## src/rtl/hazard_unit_mc.sv

```systemverilog
// Multi-cycle hazard controller for the 5-stage RV32I pipeline: M/W forwarding, branch flush,
// load-use stall of configurable length, mul/div and data-memory wait stalls, stall-cycle counter.
//
// state    | meaning
// RUN      | no multi-cycle hazard in progress
// LOADWAIT | load-use stall still has cnt_q cycles to run
// MULDIV   | waiting for the mul/div unit to finish
// MEMWAIT  | waiting for data memory; frz_q marks a load-use stall parked underneath
module hazard_unit_mc #(
  parameter int ADDRESS_WIDTH   = 5,
  parameter int FORWARD_WIDTH   = 2,
  parameter int LOAD_USE_CYCLES = 1,
  parameter int CNT_WIDTH       = 3,
  parameter int PERF_WIDTH      = 16
) (
  input  logic                     clk,
  input  logic                     rst_n,
  input  logic [ADDRESS_WIDTH-1:0] Rs1D,
  input  logic [ADDRESS_WIDTH-1:0] Rs2D,
  input  logic [ADDRESS_WIDTH-1:0] Rs1E,
  input  logic [ADDRESS_WIDTH-1:0] Rs2E,
  input  logic [ADDRESS_WIDTH-1:0] RdE,
  input  logic                     ResultSrcE0,
  input  logic                     PCSrcE,
  input  logic                     MulDivE,
  input  logic                     MulDivDoneE,
  input  logic [ADDRESS_WIDTH-1:0] RdM,
  input  logic                     RegWriteM,
  input  logic                     DMemReqM,
  input  logic                     DMemReadyM,
  input  logic [ADDRESS_WIDTH-1:0] RdW,
  input  logic                     RegWriteW,
  output logic                     StallF,
  output logic                     StallD,
  output logic                     StallE,
  output logic                     StallM,
  output logic                     FlushD,
  output logic                     FlushE,
  output logic                     FlushM,
  output logic                     FlushW,
  output logic [FORWARD_WIDTH-1:0] ForwardAE,
  output logic [FORWARD_WIDTH-1:0] ForwardBE,
  output logic [1:0]               HzState,
  output logic [PERF_WIDTH-1:0]    StallCount
);

  localparam logic [1:0] S_RUN      = 2'b00;
  localparam logic [1:0] S_LOADWAIT = 2'b01;
  localparam logic [1:0] S_MULDIV   = 2'b10;
  localparam logic [1:0] S_MEMWAIT  = 2'b11;

  logic [1:0]            state_q, state_d;
  logic [CNT_WIDTH-1:0]  cnt_q, cnt_d;
  logic                  frz_q, frz_d;
  logic [PERF_WIDTH-1:0] perf_q, perf_d;

  logic memstall, mdstall, branch, lwstall, lw_pend;

  always_comb begin
    ForwardAE = FORWARD_WIDTH'(2'b00);
    if (RegWriteM && RdM != '0 && RdM == Rs1E)      ForwardAE = FORWARD_WIDTH'(2'b10);
    else if (RegWriteW && RdW != '0 && RdW == Rs1E) ForwardAE = FORWARD_WIDTH'(2'b01);
  end

  always_comb begin
    ForwardBE = FORWARD_WIDTH'(2'b00);
    if (RegWriteM && RdM != '0 && RdM == Rs2E)      ForwardBE = FORWARD_WIDTH'(2'b10);
    else if (RegWriteW && RdW != '0 && RdW == Rs2E) ForwardBE = FORWARD_WIDTH'(2'b01);
  end

  assign memstall = DMemReqM & ~DMemReadyM;
  assign mdstall  = MulDivE & ~MulDivDoneE;
  assign branch   = PCSrcE & ~memstall & ~mdstall;
  assign lwstall  = ResultSrcE0 & (RdE != '0) & ((RdE == Rs1D) | (RdE == Rs2D))
                    & ~branch & ~memstall & ~mdstall;
  // A load-use stall is owed both in LOADWAIT and while parked under a memory wait.
  assign lw_pend  = (state_q == S_LOADWAIT) | ((state_q == S_MEMWAIT) & frz_q);

  always_comb begin
    StallF = 1'b0; StallD = 1'b0; StallE = 1'b0; StallM = 1'b0;
    FlushD = 1'b0; FlushE = 1'b0; FlushM = 1'b0; FlushW = 1'b0;
    if (memstall) begin
      StallF = 1'b1; StallD = 1'b1; StallE = 1'b1; StallM = 1'b1; FlushW = 1'b1;
    end else if (mdstall) begin
      StallF = 1'b1; StallD = 1'b1; StallE = 1'b1; FlushM = 1'b1;
    end else if (branch) begin
      FlushD = 1'b1; FlushE = 1'b1;
    end else if (lwstall || lw_pend) begin
      StallF = 1'b1; StallD = 1'b1; FlushE = 1'b1;
    end
  end

  always_comb begin
    state_d = S_RUN;
    cnt_d   = cnt_q;
    frz_d   = 1'b0;
    if (memstall) begin
      state_d = S_MEMWAIT;
      frz_d   = lw_pend;
    end else if (lw_pend) begin
      if (cnt_q == CNT_WIDTH'(1)) begin
        state_d = S_RUN;
        cnt_d   = '0;
      end else begin
        state_d = S_LOADWAIT;
        cnt_d   = cnt_q - CNT_WIDTH'(1);
      end
    end else if (mdstall) begin
      state_d = S_MULDIV;
    end else if (lwstall && LOAD_USE_CYCLES > 1) begin
      state_d = S_LOADWAIT;
      cnt_d   = CNT_WIDTH'(LOAD_USE_CYCLES - 1);
    end
  end

  assign perf_d = (StallF && perf_q != '1) ? perf_q + PERF_WIDTH'(1) : perf_q;

  always_ff @(posedge clk or negedge rst_n) begin
    if (!rst_n) begin
      state_q <= S_RUN;
      cnt_q   <= '0;
      frz_q   <= 1'b0;
      perf_q  <= '0;
    end else begin
      state_q <= state_d;
      cnt_q   <= cnt_d;
      frz_q   <= frz_d;
      perf_q  <= perf_d;
    end
  end

  assign HzState    = state_q;
  assign StallCount = perf_q;

endmodule

```

## config.mk

```make
export PLATFORM = sky130hd
export DESIGN_NAME = hazard_unit_mc
export DESIGN_NICKNAME = d
export VERILOG_FILES = /design/src/rtl/hazard_unit_mc.sv
export SDC_FILE = /design/constraint.sdc
export NUM_CORES = 1
export LEC_CHECK = 0
export CAP_MARGIN = 5
export CORE_MARGIN = 3
export CORE_UTILIZATION = 42
export CTS_BUF_LIST = sky130_fd_sc_hd__clkbuf_4 sky130_fd_sc_hd__clkbuf_8
export CTS_CLUSTER_DIAMETER = 30
export DETAILED_ROUTE_END_ITERATION = 10
export PLACE_DENSITY = 0.95
export SLEW_MARGIN = 5
export SYNTH_ARGS = -nofsm -noshare
export SYNTH_HDL_FRONTEND = slang
export SYNTH_SLANG_ARGS = --single-unit
```

## constraint.sdc

```tcl
create_clock -name clk -period 2.95 [get_ports clk]
set_input_delay 0.7375 -clock clk [delete_from_list [all_inputs] [get_ports clk]]
set_output_delay 0.7375 -clock clk [all_outputs]
set_load 0.005 [all_outputs]
```

=== Word-level counts from Yosys, hierarchy flattened ===
Index checks and enable logic that the tools add are counted.

* Register bits after elaboration: 22
* Bits of input ports: 45
* Output and inout port bits: 30

* Add/sub/neg operators: 2
* Equality and inequality tests: 10
* Mux-type cells: 24
* Bitwise gates (word level): 17
* Reductions and logical operators: 12

{| class="wikitable"
|+ Operators by type and width
! operator !! count
|-
| $eq 5x5->1 || 6
|-
| $mux 1 || 18
|-
| $add 16x1->16 const B || 1
|-
| $ne 16x16->1 const B || 1
|-
| $reduce_bool 5->1 || 3
|-
| $and 1x1->1 || 10
|-
| $mux 2 || 5
|-
| $logic_and 1x1->1 || 7
|-
| $not 1->1 || 5
|-
| $eq 3x1->1 const B || 1
|-
| $mux 3 || 1
|-
| $sub 3x1->3 const B || 1
|-
| $eq 2x1->1 const B || 1
|-
| $eq 2x2->1 const B || 1
|-
| $or 1x1->1 || 2
|-
| $reduce_and 2->1 || 1
|-
| $logic_or 1x1->1 || 1
|}

=== Logic depth before layout (Yosys ltp) ===
* Word-level depth: 15
* Depth in mapped cells: 8
* Mapped depth without buffers: 7

=== Least setup slack after synthesis ===
Ideal clock, no wire load.

* Path kind: input port to output port
* From: input port RdE[1]
* To: output port StallF
* Arrival time: 1937 ps
* Required time: 2213 ps
* Setup slack: 276 ps
* Stages on the path: 5
* Path buffers: 1
* Cells stage by stage: or4_1 > o2111ai_1 > o21a_1 > o21ai_0 > buf_4

* Cells in the longest elaborated chain, start to end: 11
* Elaborated cells on any way between the ends: 14

{| class="wikitable"
|+ RTL lines
! item !! RTL line !! text
|-
| start: declaration || 22 || <nowiki>input logic [ADDRESS_WIDTH-1:0] RdE,</nowiki>
|-
| $eq 5x5->1 / $reduce_bool 5->1 (equally long branches) || 74 || <nowiki>assign lwstall = ResultSrcE0 & (RdE != '0) & ((RdE == Rs1D) | (RdE == Rs2D))</nowiki>
|-
| $or 1x1->1 / $and 1x1->1 (equally long branches) || 74 ||
|-
| $and 1x1->1 * || 74 ||
|-
| $and 1x1->1 * (3 in a row) || 75 || <nowiki>& ~branch & ~memstall & ~mdstall;</nowiki>
|-
| $logic_or 1x1->1 * || 88 || <nowiki>end else if (lwstall || lw_pend) begin</nowiki>
|-
| $mux 1 * (4 in a row) || n/a ||
|-
| end: declaration || 33 || <nowiki>output logic StallF,</nowiki>
|}

Every way passes the cells marked *; elsewhere a longest branch is shown, timed or not.

=== Worst setup path after layout ===
* From: input port Rs1D[1]
* To: output port FlushE

* Cells in the longest elaborated chain, start to end: 11

{| class="wikitable"
|+ RTL lines
! item !! RTL line !! text
|-
| start: declaration || 18 || <nowiki>input logic [ADDRESS_WIDTH-1:0] Rs1D,</nowiki>
|-
| $eq 5x5->1 || 74 ||
|-
| $or 1x1->1 || 74 ||
|-
| $and 1x1->1 || 74 ||
|-
| $and 1x1->1 (3 in a row) || 75 ||
|-
| $logic_or 1x1->1 || 88 ||
|-
| $mux 1 || 88 ||
|-
| $mux 1 || 86 || <nowiki>end else if (branch) begin</nowiki>
|-
| $mux 1 || 84 || <nowiki>end else if (mdstall) begin</nowiki>
|-
| $mux 1 || 82 || <nowiki>if (memstall) begin</nowiki>
|-
| end: declaration || 38 || <nowiki>output logic FlushE,</nowiki>
|}

No other way between the ends.

==> summary.md <==
| Metric | Value |
|---|---|
| Outcome | `finished with violations` |
| Failing checks | `negative setup slack` |
| Crit path cell chain | `clkdlybuf4s50_1 -> xor2_1 -> nor2_1 -> a22oi_2 -> o21a_1 -> buf_6 -> a21oi_4 -> buf_2` |
| Buffers on Ports | `74` |
| Initial antenna violation count | `0` |
| Hpwl dp | `3.74 mm` |
| Placer Congestion | `0.855` |
| Max-slew violation count | `0` |
| Detail Route met2 WL | `2.85 mm` |
| PwrDens | `461 mW/mm^2` |
| CTS tree | `done` |
| Post-route DRC | `0` |
| Worst Setup End Kind | `primary output` |
| Hold_ws | `0.497 ns` |
| Global route overflow | `0` |
| Fin nets | `317` |
| Critical Path AT | `2.22 ns` |
| Leakage | `1.26 nW` |
| Largest net degree at the start of global routing | `23` |
| FF-to-FF End | `StallCount[5]` |
| Startpoint Class | `input pin` |
| Root Driver | `clkbuf_4` |
| Vias/cell | `5.13` |
| Max incr delay on CP | `0.44 ns` |
| Area delta synth->final | `76.6%` |
| Post-Syn Area | `0.00151 mm^2` |
| R2R setup slack | `0.76 ns` |
| Chip Height | `65.9 um` |
| Max-cap violation count | `0` |
| R2R Path Start | `StallCount[3]` |
| Rows | `21` |
| Worst Slack Setup Final | `-0.00670 ns` |
| Hold Path Depth | `2` |
| Max Buffers Root-to-Sink | `2` |
| Die Width | `65.9 um` |
| Syn Nets | `208` |
| Final setup vio count | `1` |
| Yosys warnings | `0` |
| Delay-heaviest family, CP | `buffers and inverters` |
| Hold Path End | `cnt_q[1]` |
| Crit path time final | `2.96 ns` |
| Post-synth top area cell | `dfrtp_1` |
| Seq/Total Area, Yosys | `0.365` |
| DR WL/cell | `16.5 um` |
| Num Clock Sinks | `22` |
| DRT iter0 DRCs | `81` |
| Pre-antenna DRT Iters | `4` |
| Routed wl met3 | `276 um` |
| Filler cells | `202` |
| Setup slack at placement | `-0.652 ns` |
| Vias in the first global route | `1630` |
| Final hold viol count | `0` |
| Mean Syn Cell Area | `9.42 um^2` |
| Predominant post-synthesis flop cell | `dfrtp_1` |
| Initial Util | `0.444` |
| Core ar. | `0.00339 mm^2` |
| # IOs | `75` |
| Setup crit start | `Rs1D[1]` |
| Wl on met1 | `2.01 mm` |
| Worst-case reg-to-reg path depth | `6` |
| Reg clk slew, reported paths | `0.11 ns` |
| Clk_skew | `0.00972 ns` |
| H-tree Lvls | `1` |
| Period utilisation layout | `1.00` |
| Worst hold path type | `reg2reg` |
| Top-count cell post-synth | `xor2_1` |
| GRT Total Usage | `0.233` |
| Synth async-reset ratio | `1.00` |
| Worst slew pin tran | `0.648 ns` |
| Critical path buffers and inverters | `3` |
| Top sig layer | `met4` |
| Slowest-stage cell, CP | `clkdlybuf4s50_1` |
| DIE AREA | `0.00434 mm^2` |
| Synthesized instance count | `160` |
| Largest cells by area after synthesis | `dfrtp_1 37%, xor2_1 20%, xnor2_1 5.8%` |
| Max_slew headroom | `0.563` |
| Critical path class | `in2out` |
| Hold path start | `cnt_q[1]` |
| Highest clock rate | `0.338 GHz` |
| Final ANT Viol Nets | `0` |
| Yosys cell types | `32` |
| Global-route wire length before repair | `7.81 mm` |
| EDFF count, synth | `0` |
| Commonest cells in the netlist | `34 x xor2_1, 22 x dfrtp_1, 13 x nand2_1, 13 x nor2_1, 10 x xnor2_1` |
| Flops & latches, synth | `22` |
| Layout cells sized above 1 | `0.257` |
| Hold buffers post-CTS | `0` |
| Crit-path max FO | `2` |
| CTS Buf Count | `3` |
| Skew-Pair Late Insertion Delay | `0.30 ns` |
| RSZ-0062 raised after global routing | `yes` |
| # diodes | `0` |
| Top cell type's share of synthesized area | `0.365` |
| WL final | `5.18 mm` |
| Max IR drop VDD | `0.314 mV` |
| Vias | `1611` |
| Worst Path Required | `2.21 ns` |
sequential cells by signal (all words and copies together) (netlist names):
signal and count:
frz_q 1, HzState 2, cnt_q 3, StallCount 16
area by class of cell:
type                            instances  area (um^2)  share of cell area
Multi-Input combinational cell        129         1020               0.384
Inverter                                6         22.5             0.00847
Tap cell                               46         57.6              0.0216
Clock buffer                            4         36.3              0.0136
Sequential cell                        22          551               0.207
Timing Repair Buffer                  107          972               0.365
power breakdown:
| group | internal (mW) | total [mW] | switching (mW) |
|---|---|---|---|
| clock | 0.0753 | 0.163 | 0.0877 |
| combinational | 0.332 | 0.584 | 0.253 |
| sequential | 0.386 | 0.479 | 0.0925 |
per-stage QoR:
step / utilization / TNS (ns) / cells / power (mW) / cell area [um^2]
floorplan: - / 0 / 160 / 0.703 / 1510
global placement: 0.732 / -3.18 / 304 / 0.986 / 2480
detailed placement: 0.732 / -3.59 / 304 / 1.02 / 2480
CTS: 0.758 / 0 / 311 / 1.20 / 2570
global route: 0.785 / -0.0615 / 314 / 1.31 / 2660
finish: 0.785 / -0.00670 / 314 / 1.23 / 2660
cell families (layout without fill, tap and decap cells):
group | after synthesis | after routing | synth area share
buffers and inverters | 9 | 117 | 0.0324
muxes | 2 | 2 | 0.0149
adders and majority gates | 3 | 3 | 0.0249
AOI/OAI and AO/OA | 17 | 17 | 0.0731
and+or+nand+nor | 63 | 63 | 0.233
xor gates and xnor gates | 44 | 44 | 0.256
DFF | 22 | 22 | 0.365
per-layer routing:
layer,vias to the layer above,GRT usage
li1,777,-
met1,784,0.271
met2,46,0.453
met3,4,0.0357
met4,0,0.0259
met5,-,0
tightest hold or removal path, delay by kind of cell, from the launching register on:
kind	cells	cell delay, ns
DFF	1	0.36
AOI/OAI and AO/OA	1	0.06
and+or+nand+nor	1	0.04
worst max-delay path by stage:
stage,end,cells past startpoint
finish,FlushE,8
global route,FlushE,7
CTS,FlushE,8
detailed placement,ForwardBE[0],6
global placement,ForwardAE[0],6
floorplan,StallF,5
repair_timing:
| action | CTS | global route |
|---|---|---|
| pin swaps | 15 | 14 |
| endpoints found under the setup margin | 7 | 9 |
| gates resized for setup | 63 | 26 |
| buffers inserted | 5 | 3 |
cells in the final DEF (no fill, tap or decap), types with 3 or more instances in the layout:
master	instances
buf_2	5
nand4_1	5
buf_4	31
inv_1	5
xnor2_1	10
clkbuf_4	3
nor4_2	3
nor3_1	4
dlymetal6s2s_1	11
nand2_1	13
or4_4	3
nand3_1	6
xor2_1	34
dfrtp_1	22
nor2_1	13
dlygate4sd2_1	14
clkdlybuf4s15_1	5
clkdlybuf4s50_1	36
o21ai_0	4
ha_1	3
Power figures use the tool's default switching activity.
==> RTL edit: new RTL, config.mk and constraints unchanged <==
Set the parameter `ADDRESS_WIDTH` to 3 (it was 5).
--- a/src/rtl/hazard_unit_mc.sv
+++ b/src/rtl/hazard_unit_mc.sv
@@ -7,7 +7,7 @@
 // MULDIV   | waiting for the mul/div unit to finish
 // MEMWAIT  | waiting for data memory; frz_q marks a load-use stall parked underneath
 module hazard_unit_mc #(
-  parameter int ADDRESS_WIDTH   = 5,
+  parameter int ADDRESS_WIDTH   = 3,
   parameter int FORWARD_WIDTH   = 2,
   parameter int LOAD_USE_CYCLES = 1,
   parameter int CNT_WIDTH       = 3,
Interface: changed (7 resized); port bits go from 75 to 61. The function was not compared with the original's and may differ.
==> RTL edit against the original RTL <==
  * Core utilization decreased by 4.2 points
  * Maximum frequency increased by 2.0%
  * Wire length decreased by 27%
  * Area after synthesis decreased by 10%
  * Sequential power increased by 5.2%
  * Power decreased by 6.4%
  * Register-to-register slack got worse by 0.13 ns
  * Count of clock-buffer cells in the layout decreased by 1
  * Sequential cell count unchanged
  * Design area decreased by 19%
  * Global-route usage decreased by 3.3 points
  * Non-clock buffer count decreased by 30
  * Worst setup slack improved by 0.059 ns
==> RTL edit: results (changes against the original RTL) <==
HP Class: flop to flop
Int Power: 0.743 mW (-6.3%)
final core utilization: 74.3% (-4.2 points)
HPWL after detailed placement: 2890 um (-23%)
total number of vias: 1318 (-18%)
Worst Hold Endpoint: StallCount[15]
syn nets: 180 (-13%)
area post-placement: 2080 um2 (-16%)
flop-to-flop setup slack: 0.63 ns (-0.13 ns)
Worst Path Arrival: 2.16 ns (-0.06 ns)
first-pass GRT wire length: 6290 um (-20%)
YS warnings: 0 (unchanged)
fill cell count: 208 (+3.0%)
synthesized instance count: 146 (-8.8%)
ys async rst share: 100% (unchanged)
met2 Resource Use GR: 36.0% (-9.4 points)
TritonCTS Buffers: 3 (unchanged)
most area-consuming cells after synthesis: dfrtp_1 (41%), xnor2_1 (12%), xor2_1 (7.8%), nor2_1 (3.9%), nand3_1 (3.3%)
Tightest Pin Transition: 0.582 ns (-0.0659 ns)
crit path time final: 2.90 ns (-0.0592 ns)
met1 Use GR: 22.8% (-4.4 points)
DR iter-0 viols: 85 (+4.9%)
worst reg2reg path endpoint: StallCount[1]
worst setup path endpoint: StallD
worst hold start: StallCount[15]
Max Clock Skew: 0.00803 ns (-0.00169 ns)
metal2 WL: 2060 um (-28%)
largest net degree at the start of global routing: 23 (unchanged)
Pins Over Slew Limit: 0 (unchanged)
top_reg_cell synth: dfrtp_1
M1 WL: 1480 um (-26%)
top sig layer: met4
FF-to-FF Start: StallCount[0]
sequential-to-total area share from yosys stat: 40.7% (+4.2 points)
maximum vdd drop: 0.000347 V (+10%)
Vias/cell: 4.99 (-2.7%)
I/O Buffers: 60 (-19%)
DR WL met3: 186 um (-33%)
RePlAce Congestion: 0.820 (-4.1%)
Pre-antenna DRT Iters: 4 (unchanged)
P_leak: 0.980 nW (-22%)
placed cells: 257 (-15%)
initial antenna violation count: 0 (unchanged)
met3 usage: 3.42% (-0.15 points)
post-synth cell types: 30 (-6.3%)
share of layout cells above drive strength 1: 14.9% (-11 points)
outcome: complete, no violations
vias in the first global route: 1312 (-20%)
GRT Util Overall: 20.0% (-3.3 points)
Critical Path Source: Rs2D[1]
WHS: 0.509 ns (+0.0129 ns)
Inserted Diodes: 0 (unchanged)
Clock Tree Root: clkbuf_4
WHS Path Cells: 1 (-1)
CTS Buffer Depth: 2 (unchanged)
Worst Setup Slack post-DPL: -0.361 ns (+0.291 ns)
Final Routed Wirelength: 3800 um (-27%)
synth cell count leaders: dfrtp_1 (22), xnor2_1 (19), nor2_1 (14), xor2_1 (12), nand2_1 (10)
[RTL edit: cell types whose count changed in the layout (fill, tap and decap cells not counted), sizes merged, moves of 5 or more]
| cell | unedited run | this run |
|---|---|---|
| xor2 | 34 | 12 |
| buf | 38 | 19 |
| clkdlybuf4s50 | 36 | 46 |
| xnor2 | 10 | 19 |
| dlymetal6s2s | 11 | 4 |
| clkdlybuf4s15 | 6 | 0 |
| dlygate4sd2 | 14 | 8 |
| and3 | 0 | 5 |
| or4 | 5 | 0 |
[RTL edit: logic make-up after synthesis]
group	after synthesis	synth area share, %
simple gates	59	22.5
xor+xnor	31	20.1
flops	22	40.7
compound gates	19	9.25
buf+inv	11	3.89
fa+ha+maj	3	2.78
mux	1	0.833
[RTL edit: power groups by stage]
stage	logic (mW)	registers (mW)	clock network, mW
6_report	0.508	0.504	0.134
5_1_grt	0.560	0.524	0.147
4_1_cts	0.507	0.503	0.135
3_5_place_dp	0.505	0.509	0
3_3_place_gp	0.490	0.501	0
2_1_floorplan	0.229	0.493	0
[RTL edit: layout make-up]
type / count / share of cell area [%]
multi-input cells: 113 / 36.2
repair buffers: 77 / 33.5
flip-flops and latches: 22 / 25.6
well taps: 42 / 2.44
inverters: 7 / 1.22
clock buffers: 3 / 1.05
[RTL edit: timing repair]
action | 4_1_cts | 5_1_grt
setup buffers | 4 | 0
endpoints found under the hold margin | 0 | 0
hold buffers | 0 | 0
gates resized for setup | 17 | 11
endpoints found under the setup margin | 7 | 4
pin swaps | 6 | 2
[RTL edit: worst max-delay path: stages]
cell             delay (ns)
clkdlybuf4s50_1        0.50
xnor2_1                0.15
nand3_1                0.13
a21o_1                 0.22
nand2_1                0.07
a21o_1                 0.12
dlygate4sd2_1          0.23
